===== src/rtl/mem_wb_pipe_if.sv =====
// mem_wb_pipe_if
// Groups the MEM/WB pipe traffic into one bundle. The clock and reset are not
// part of it.
//   In_*          writeback payload offered by the MEM stage
//   Stall, Flush  pipeline control
//   Query_Reg     register index for the forwarding lookup
//   Out_*         payload leaving the last stage, headed for the register file
//   Query_*       forwarding lookup result
//   Stall_Count   saturating count of stalled cycles
// The master modport drives the pipe. The slave modport is the pipe itself.
interface mem_wb_pipe_if #(
  parameter int DATA_W = 32,
  parameter int DEST_W = 5,
  parameter int CNT_W  = 16
);
  logic              In_Valid;
  logic [DATA_W-1:0] In_Result;
  logic [DATA_W-1:0] In_Update;
  logic [DEST_W-1:0] In_RegDst;
  logic              In_RegWrite;
  logic              In_Super;
  logic              Stall;
  logic              Flush;
  logic [DEST_W-1:0] Query_Reg;
  logic              Out_Valid;
  logic [DATA_W-1:0] Out_Result;
  logic [DATA_W-1:0] Out_Update;
  logic [DEST_W-1:0] Out_RegDst;
  logic              Out_RegWrite;
  logic              Out_Super;
  logic              Query_Hit;
  logic [DATA_W-1:0] Query_Data;
  logic [CNT_W-1:0]  Stall_Count;

  modport master (
    output In_Valid, In_Result, In_Update, In_RegDst, In_RegWrite, In_Super,
    output Stall, Flush, Query_Reg,
    input  Out_Valid, Out_Result, Out_Update, Out_RegDst, Out_RegWrite, Out_Super,
    input  Query_Hit, Query_Data, Stall_Count
  );

  modport slave (
    input  In_Valid, In_Result, In_Update, In_RegDst, In_RegWrite, In_Super,
    input  Stall, Flush, Query_Reg,
    output Out_Valid, Out_Result, Out_Update, Out_RegDst, Out_RegWrite, Out_Super,
    output Query_Hit, Query_Data, Stall_Count
  );
endinterface


===== src/rtl/mem_wb_pipe.sv =====
// mem_wb_pipe
// Multi-stage MEM/WB pipeline register with the following features:
//   - a valid bit for each stage
//   - stall, which holds every stage
//   - flush, which clears every stage
//   - a forwarding lookup that searches from the youngest stage first
//   - a saturating counter of stalled cycles
// Ports:
//   Clk  rising-edge clock
//   Rst  synchronous reset, active low
//   bus  mem_wb_pipe_if.slave. It carries In_*, Stall, Flush, Query_Reg,
//        Out_*, Query_Hit, Query_Data and Stall_Count.
// DATA_W, DEST_W and CNT_W must match the parameters of the connected interface.
// The latency from capture to Out_* is STAGES edges. STAGES must be 1 to 4.
module mem_wb_pipe #(
  parameter int DATA_W = 32,
  parameter int DEST_W = 5,
  parameter int STAGES = 1,
  parameter int CNT_W  = 16
) (
  input  logic         Clk,
  input  logic         Rst,
  mem_wb_pipe_if.slave bus
);

  typedef struct packed {
    logic              valid;
    logic [DATA_W-1:0] result;
    logic [DATA_W-1:0] update;
    logic [DEST_W-1:0] reg_dst;
    logic              reg_write;
    logic              super_flag;
  } stage_t;

  stage_t            stage_reg [STAGES];
  stage_t            stage_src [STAGES];   // value each stage loads on advance
  logic [STAGES-1:0] match_vec;
  logic [DATA_W-1:0] query_data_next;
  logic [CNT_W-1:0]  stall_cnt_reg;

  // Stage 0 loads the input slot and stage k loads stage k-1. The payload is
  // captured even when In_Valid is low, which matches the legacy register.
  // A match needs a valid entry that writes, a matching destination, and a
  // nonzero query index, because r0 is never forwarded.
  genvar gi;
  generate
    for (gi = 0; gi < STAGES; gi++) begin : g_stage
      if (gi == 0) begin : g_head
        assign stage_src[gi] = {bus.In_Valid, bus.In_Result, bus.In_Update,
                                bus.In_RegDst, bus.In_RegWrite, bus.In_Super};
      end else begin : g_tail
        assign stage_src[gi] = stage_reg[gi-1];
      end

      assign match_vec[gi] = stage_reg[gi].valid && stage_reg[gi].reg_write &&
                             (stage_reg[gi].reg_dst == bus.Query_Reg) &&
                             (bus.Query_Reg != '0);
    end
  endgenerate

  // Reset and flush both produce an all-zero pipe. Stall freezes every stage,
  // and the input slot is dropped, not queued.
  always_ff @(posedge Clk) begin
    if (!Rst || bus.Flush) begin
      for (int i = 0; i < STAGES; i++) begin
        stage_reg[i] <= '0;
      end
    end else if (!bus.Stall) begin
      for (int i = 0; i < STAGES; i++) begin
        stage_reg[i] <= stage_src[i];
      end
    end
  end

  // Stall_Count also counts cycles where flush wins over stall, because the
  // stall request was still raised. The counter sticks at its maximum value.
  always_ff @(posedge Clk) begin
    if (!Rst) begin
      stall_cnt_reg <= '0;
    end else if (bus.Stall && (stall_cnt_reg != {CNT_W{1'b1}})) begin
      stall_cnt_reg <= stall_cnt_reg + 1'b1;
    end
  end

  // Scan from oldest to youngest so the youngest match writes last and wins.
  always_comb begin
    query_data_next = '0;
    for (int i = STAGES - 1; i >= 0; i--) begin
      if (match_vec[i]) begin
        query_data_next = stage_reg[i].result;
      end
    end
  end

  assign bus.Out_Valid    = stage_reg[STAGES-1].valid;
  assign bus.Out_Result   = stage_reg[STAGES-1].result;
  assign bus.Out_Update   = stage_reg[STAGES-1].update;
  assign bus.Out_RegDst   = stage_reg[STAGES-1].reg_dst;
  // A bubble can still hold RegWrite=1 in its payload, so gate the write with valid.
  assign bus.Out_RegWrite = stage_reg[STAGES-1].reg_write & stage_reg[STAGES-1].valid;
  assign bus.Out_Super    = stage_reg[STAGES-1].super_flag;
  assign bus.Query_Hit    = |match_vec;
  assign bus.Query_Data   = query_data_next;
  assign bus.Stall_Count  = stall_cnt_reg;

endmodule


===== src/flat_wrapper.sv =====
// flat-port wrapper written by rule: the top's interface ports become plain ports
module mem_wb_pipe_flat 
#(
  parameter int DATA_W = 32,
  parameter int DEST_W = 5,
  parameter int STAGES = 1,
  parameter int CNT_W  = 16
)
  (Clk, Rst, bus_In_Valid, bus_In_Result, bus_In_Update, bus_In_RegDst, bus_In_RegWrite, bus_In_Super, bus_Stall, bus_Flush, bus_Query_Reg, bus_Out_Valid, bus_Out_Result, bus_Out_Update, bus_Out_RegDst, bus_Out_RegWrite, bus_Out_Super, bus_Query_Hit, bus_Query_Data, bus_Stall_Count);
  mem_wb_pipe_if #(.DATA_W(DATA_W), .DEST_W(DEST_W), .CNT_W(CNT_W)) bus_i ();
  input  logic Clk;
  input  logic Rst;
  input wire logic [$bits(bus_i.In_Valid)-1:0] bus_In_Valid;
  input wire logic [$bits(bus_i.In_Result)-1:0] bus_In_Result;
  input wire logic [$bits(bus_i.In_Update)-1:0] bus_In_Update;
  input wire logic [$bits(bus_i.In_RegDst)-1:0] bus_In_RegDst;
  input wire logic [$bits(bus_i.In_RegWrite)-1:0] bus_In_RegWrite;
  input wire logic [$bits(bus_i.In_Super)-1:0] bus_In_Super;
  input wire logic [$bits(bus_i.Stall)-1:0] bus_Stall;
  input wire logic [$bits(bus_i.Flush)-1:0] bus_Flush;
  input wire logic [$bits(bus_i.Query_Reg)-1:0] bus_Query_Reg;
  output wire logic [$bits(bus_i.Out_Valid)-1:0] bus_Out_Valid;
  output wire logic [$bits(bus_i.Out_Result)-1:0] bus_Out_Result;
  output wire logic [$bits(bus_i.Out_Update)-1:0] bus_Out_Update;
  output wire logic [$bits(bus_i.Out_RegDst)-1:0] bus_Out_RegDst;
  output wire logic [$bits(bus_i.Out_RegWrite)-1:0] bus_Out_RegWrite;
  output wire logic [$bits(bus_i.Out_Super)-1:0] bus_Out_Super;
  output wire logic [$bits(bus_i.Query_Hit)-1:0] bus_Query_Hit;
  output wire logic [$bits(bus_i.Query_Data)-1:0] bus_Query_Data;
  output wire logic [$bits(bus_i.Stall_Count)-1:0] bus_Stall_Count;
  assign bus_i.In_Valid = bus_In_Valid;
  assign bus_i.In_Result = bus_In_Result;
  assign bus_i.In_Update = bus_In_Update;
  assign bus_i.In_RegDst = bus_In_RegDst;
  assign bus_i.In_RegWrite = bus_In_RegWrite;
  assign bus_i.In_Super = bus_In_Super;
  assign bus_i.Stall = bus_Stall;
  assign bus_i.Flush = bus_Flush;
  assign bus_i.Query_Reg = bus_Query_Reg;
  assign bus_Out_Valid = bus_i.Out_Valid;
  assign bus_Out_Result = bus_i.Out_Result;
  assign bus_Out_Update = bus_i.Out_Update;
  assign bus_Out_RegDst = bus_i.Out_RegDst;
  assign bus_Out_RegWrite = bus_i.Out_RegWrite;
  assign bus_Out_Super = bus_i.Out_Super;
  assign bus_Query_Hit = bus_i.Query_Hit;
  assign bus_Query_Data = bus_i.Query_Data;
  assign bus_Stall_Count = bus_i.Stall_Count;
  mem_wb_pipe #(.DATA_W(DATA_W), .DEST_W(DEST_W), .STAGES(STAGES), .CNT_W(CNT_W)) u_core (.Clk(Clk), .Rst(Rst), .bus(bus_i));
endmodule

===== config.mk =====
export PLATFORM = sky130hd
export DESIGN_NAME = mem_wb_pipe_flat
export DESIGN_NICKNAME = d
export VERILOG_FILES = /design/src/rtl/mem_wb_pipe_if.sv /design/src/rtl/mem_wb_pipe.sv /design/src/flat_wrapper.sv
export SDC_FILE = /design/constraint.sdc
export NUM_CORES = 1
export LEC_CHECK = 0
export ABC_AREA = 1
export CORE_ASPECT_RATIO = 0.6
export CORE_MARGIN = 1
export CORE_UTILIZATION = 39
export DETAILED_ROUTE_END_ITERATION = 10
export PLACE_DENSITY_LB_ADDON = 0.15
export SLEW_MARGIN = 30
export SYNTH_ARGS = -nofsm -noshare
export SYNTH_HDL_FRONTEND = slang
export SYNTH_SLANG_ARGS = --single-unit

===== constraint.sdc =====
create_clock -name Clk -period 3.2 [get_ports Clk]
set_input_delay 0.32 -clock Clk [delete_from_list [all_inputs] [get_ports Clk]]
set_output_delay 0.32 -clock Clk [all_outputs]
set_load 0.02 [all_outputs]

==> flow_summary.ini <==
[cts]
htreeDepth = 3
cts-root-buf = clkbuf_16
insertion_delay_ns = 0.33
cts_buffers = 9
clk_pin_slew_ns = 0.06
cts-hold-fix-buffers = 0
clock_path_buffers = 2
cts_tree = yes
cts_resized = 0
post_cts_buffers = 0
cts_sinks = 88

[route]
routed_via_density = 4.25
first_pass_iters = 4
ant_nets = 0
drt_iter0_markers = 139
via_count = 3590
drc = 0
drt_wl_total_um = 11000
wl_per_cell_um = 13.0

[synthesis]
synth_top_area_cell = edfxtp_1
syn_area_per_cell_sq_um = 8.52
yosysSeqAreaShare = 0.537
synth_top_area_frac = 0.468
ys_ff_latch = 88
synth.area.top_cells = edfxtp_1 47%, nor2_1 12%, buf_4 11%, inv_1 10%, dfxtp_1 6.9%
ys_types = 25
synth.net_count = 625
yosys_warnings = 0
netlist_instances = 543
netlist_area_sq_um = 4620

[critical_path]
cp_max_fo = 33
end_kind = output port
cp.arrival_ns = 2.21
r2r_cells = 8
start_kind = input pin
critPathKind = in -> out
required_ns = 2.88

[sta]
hold_ws_ns = 0.518
post-route-period-util = 0.790
finalSetupViolCount = 0
worst_slack_ns = 0.670
relSlewSlack = 0.670
tns_ns = 0
tightest_slew_ns = 0.494
finalHoldViolations = 0
slew_violations = 0
grt_setup_unrepaired = false
max_freq_mhz = 395
period_minus_slack_ns = 2.53
fin_skew_ns = 0.00298

[die]
initial_core_util = 0.405
fp.coreArea_sq_um = 11400
die_area_sq_um = 12300
die_w_um = 143
rows = 30
dieHeight_um = 86.3
io_pins = 202

[final_layout]
fillers = 1029
drive_gt1_frac = 0.0497
finalNetCount = 761
multi_input_area_sq_um = 1070
antennaDiodeCount = 0
syn_to_final_growth_pct = 43.1
seq_area_sq_um = 2480
largest_register_ffs = 72

[pwr]
p_seq_frac = 0.482
p_comb_frac = 0.144
irDropWorstVdd_v = 0.000249
clkPwrFrac = 0.374
swShare = 0.233
leakagePower_nw = 2.90
p_int_mw = 2.11
p_per_area_nw_per_um2 = 417
p_sw_uw = 643

[outcome]
outcome = finished clean

[hold_path]
min_path_cells = 2
min-delay-path-class = reg -> reg

[placement]
dp_slack_ns = 0.657
dp_hpwl_um = 8350
numPortBuffers = 201
gp_congestion = 0.809

[global_routing]
gr-max-usage-layer = met2
grt_pass1_wl_um = 16700
track_usage = 0.180
met1_usage = 0.221
antenna_found_initial = 0
grt_pass1_vias = 3400
globalRoute.totalOverflow = 0
use_met2 = 0.284
grt_util_met3 = 0.0829
grt_max_degree = 52

[run]
drv_cap = 0
-- worst paths after layout --
kind | startpoint | endpoint | slack [ns]
worst min-delay path | u_core.bus.Stall_Count[12] | u_core.bus.Stall_Count[12] | 0.52
worst min register to register | u_core.bus.Stall_Count[12] | u_core.bus.Stall_Count[12] | 0.52
worst max register to register | u_core.bus.Stall_Count[0] | u_core.bus.Stall_Count[13] | 1.56
worst max-delay path | bus_Query_Reg[2] | bus_Query_Data[12] | 0.67
-- kinds of logic (layout without fill, tap and decap cells) --
group | after synthesis | in the layout | synth area share
adders and majority gates | 1 | 1 | 0.00271
AOI/OAI and AO/OA | 14 | 14 | 0.0160
and+or+nand+nor | 224 | 224 | 0.203
DFF | 88 | 88 | 0.537
xor gates and xnor gates | 3 | 3 | 0.00568
buffers and inverters | 213 | 354 | 0.236
-- worst max-delay path: stages --
cell             delay, ns
clkdlybuf4s50_1       0.45
xor2_1                0.18
nor3_1                0.14
nand4_1               0.10
buf_4                 0.24
nor2_1                0.14
clkdlybuf4s50_1       0.62
-- metal layers --
metal  wire length (um)  vias to the layer above
met2               4860                      154
met5                  0                        -
li1                   -                     1819
met4                101                        0
met1               4780                     1606
met3               1260                       11
-- area by class of cell --
class / instances / share of cell area
flip-flops and latches: 88 / 0.375
repair buffers: 207 / 0.315
multi-input cells: 242 / 0.162
inverters: 131 / 0.0743
clock buffers: 11 / 0.0352
well taps: 160 / 0.0303
clock inverters: 5 / 0.00870
-- metrics by stage --
stage | instance area, sq um | power, mW | instances | util
3_5_place_dp | 6330 | 1.75 | 828 | 0.554
4_1_cts | 6620 | 2.79 | 844 | 0.580
5_1_grt | 6620 | 2.87 | 844 | 0.580
2_1_floorplan | 4620 | 1.58 | 543 | -
6_report | 6620 | 2.76 | 844 | 0.580
3_3_place_gp | 6330 | 1.75 | 828 | 0.554
-- synth_stat cells, drive strengths merged --
library cell,count
nand3b,1
a21oi,10
a21boi,1
o22ai,1
nor3,2
clkbuf,1
xnor2,1
o21ai,2
dfxtp,16
xor2,2
nand3,20
edfxtp,72
ha,1
or2,1
nand2,47
nand4,3
inv,131
buf,81
nor2,150
-- cells in the final DEF, fill, tap and decap left out, types with 2 or more instances in the layout --
master and instances:
nor2_4 3, clkinvlp_4 2, clkdlybuf4s50_1 201, nand2_1 44, buf_12 2, clkbuf_1 2, nand3_1 15, inv_2 2
dfxtp_1 16, inv_1 129, xor2_1 2, nor3_1 2, nand2_2 3, nor2_1 147, a21oi_1 10, nand3_2 4
clkbuf_16 9, o21ai_0 2, buf_4 4, nand4_1 3, edfxtp_1 72
-- power groups by stage --
stage	registers, mW	logic [mW]	clock network [mW]
after floorplan	1.35	0.225	0
after global placement	1.35	0.396	0
after detailed placement	1.35	0.399	0
after CTS	1.33	0.402	1.06
after global routing	1.33	0.426	1.11
final	1.33	0.398	1.03
No activity file was read; power rests on OpenSTA's default activity.
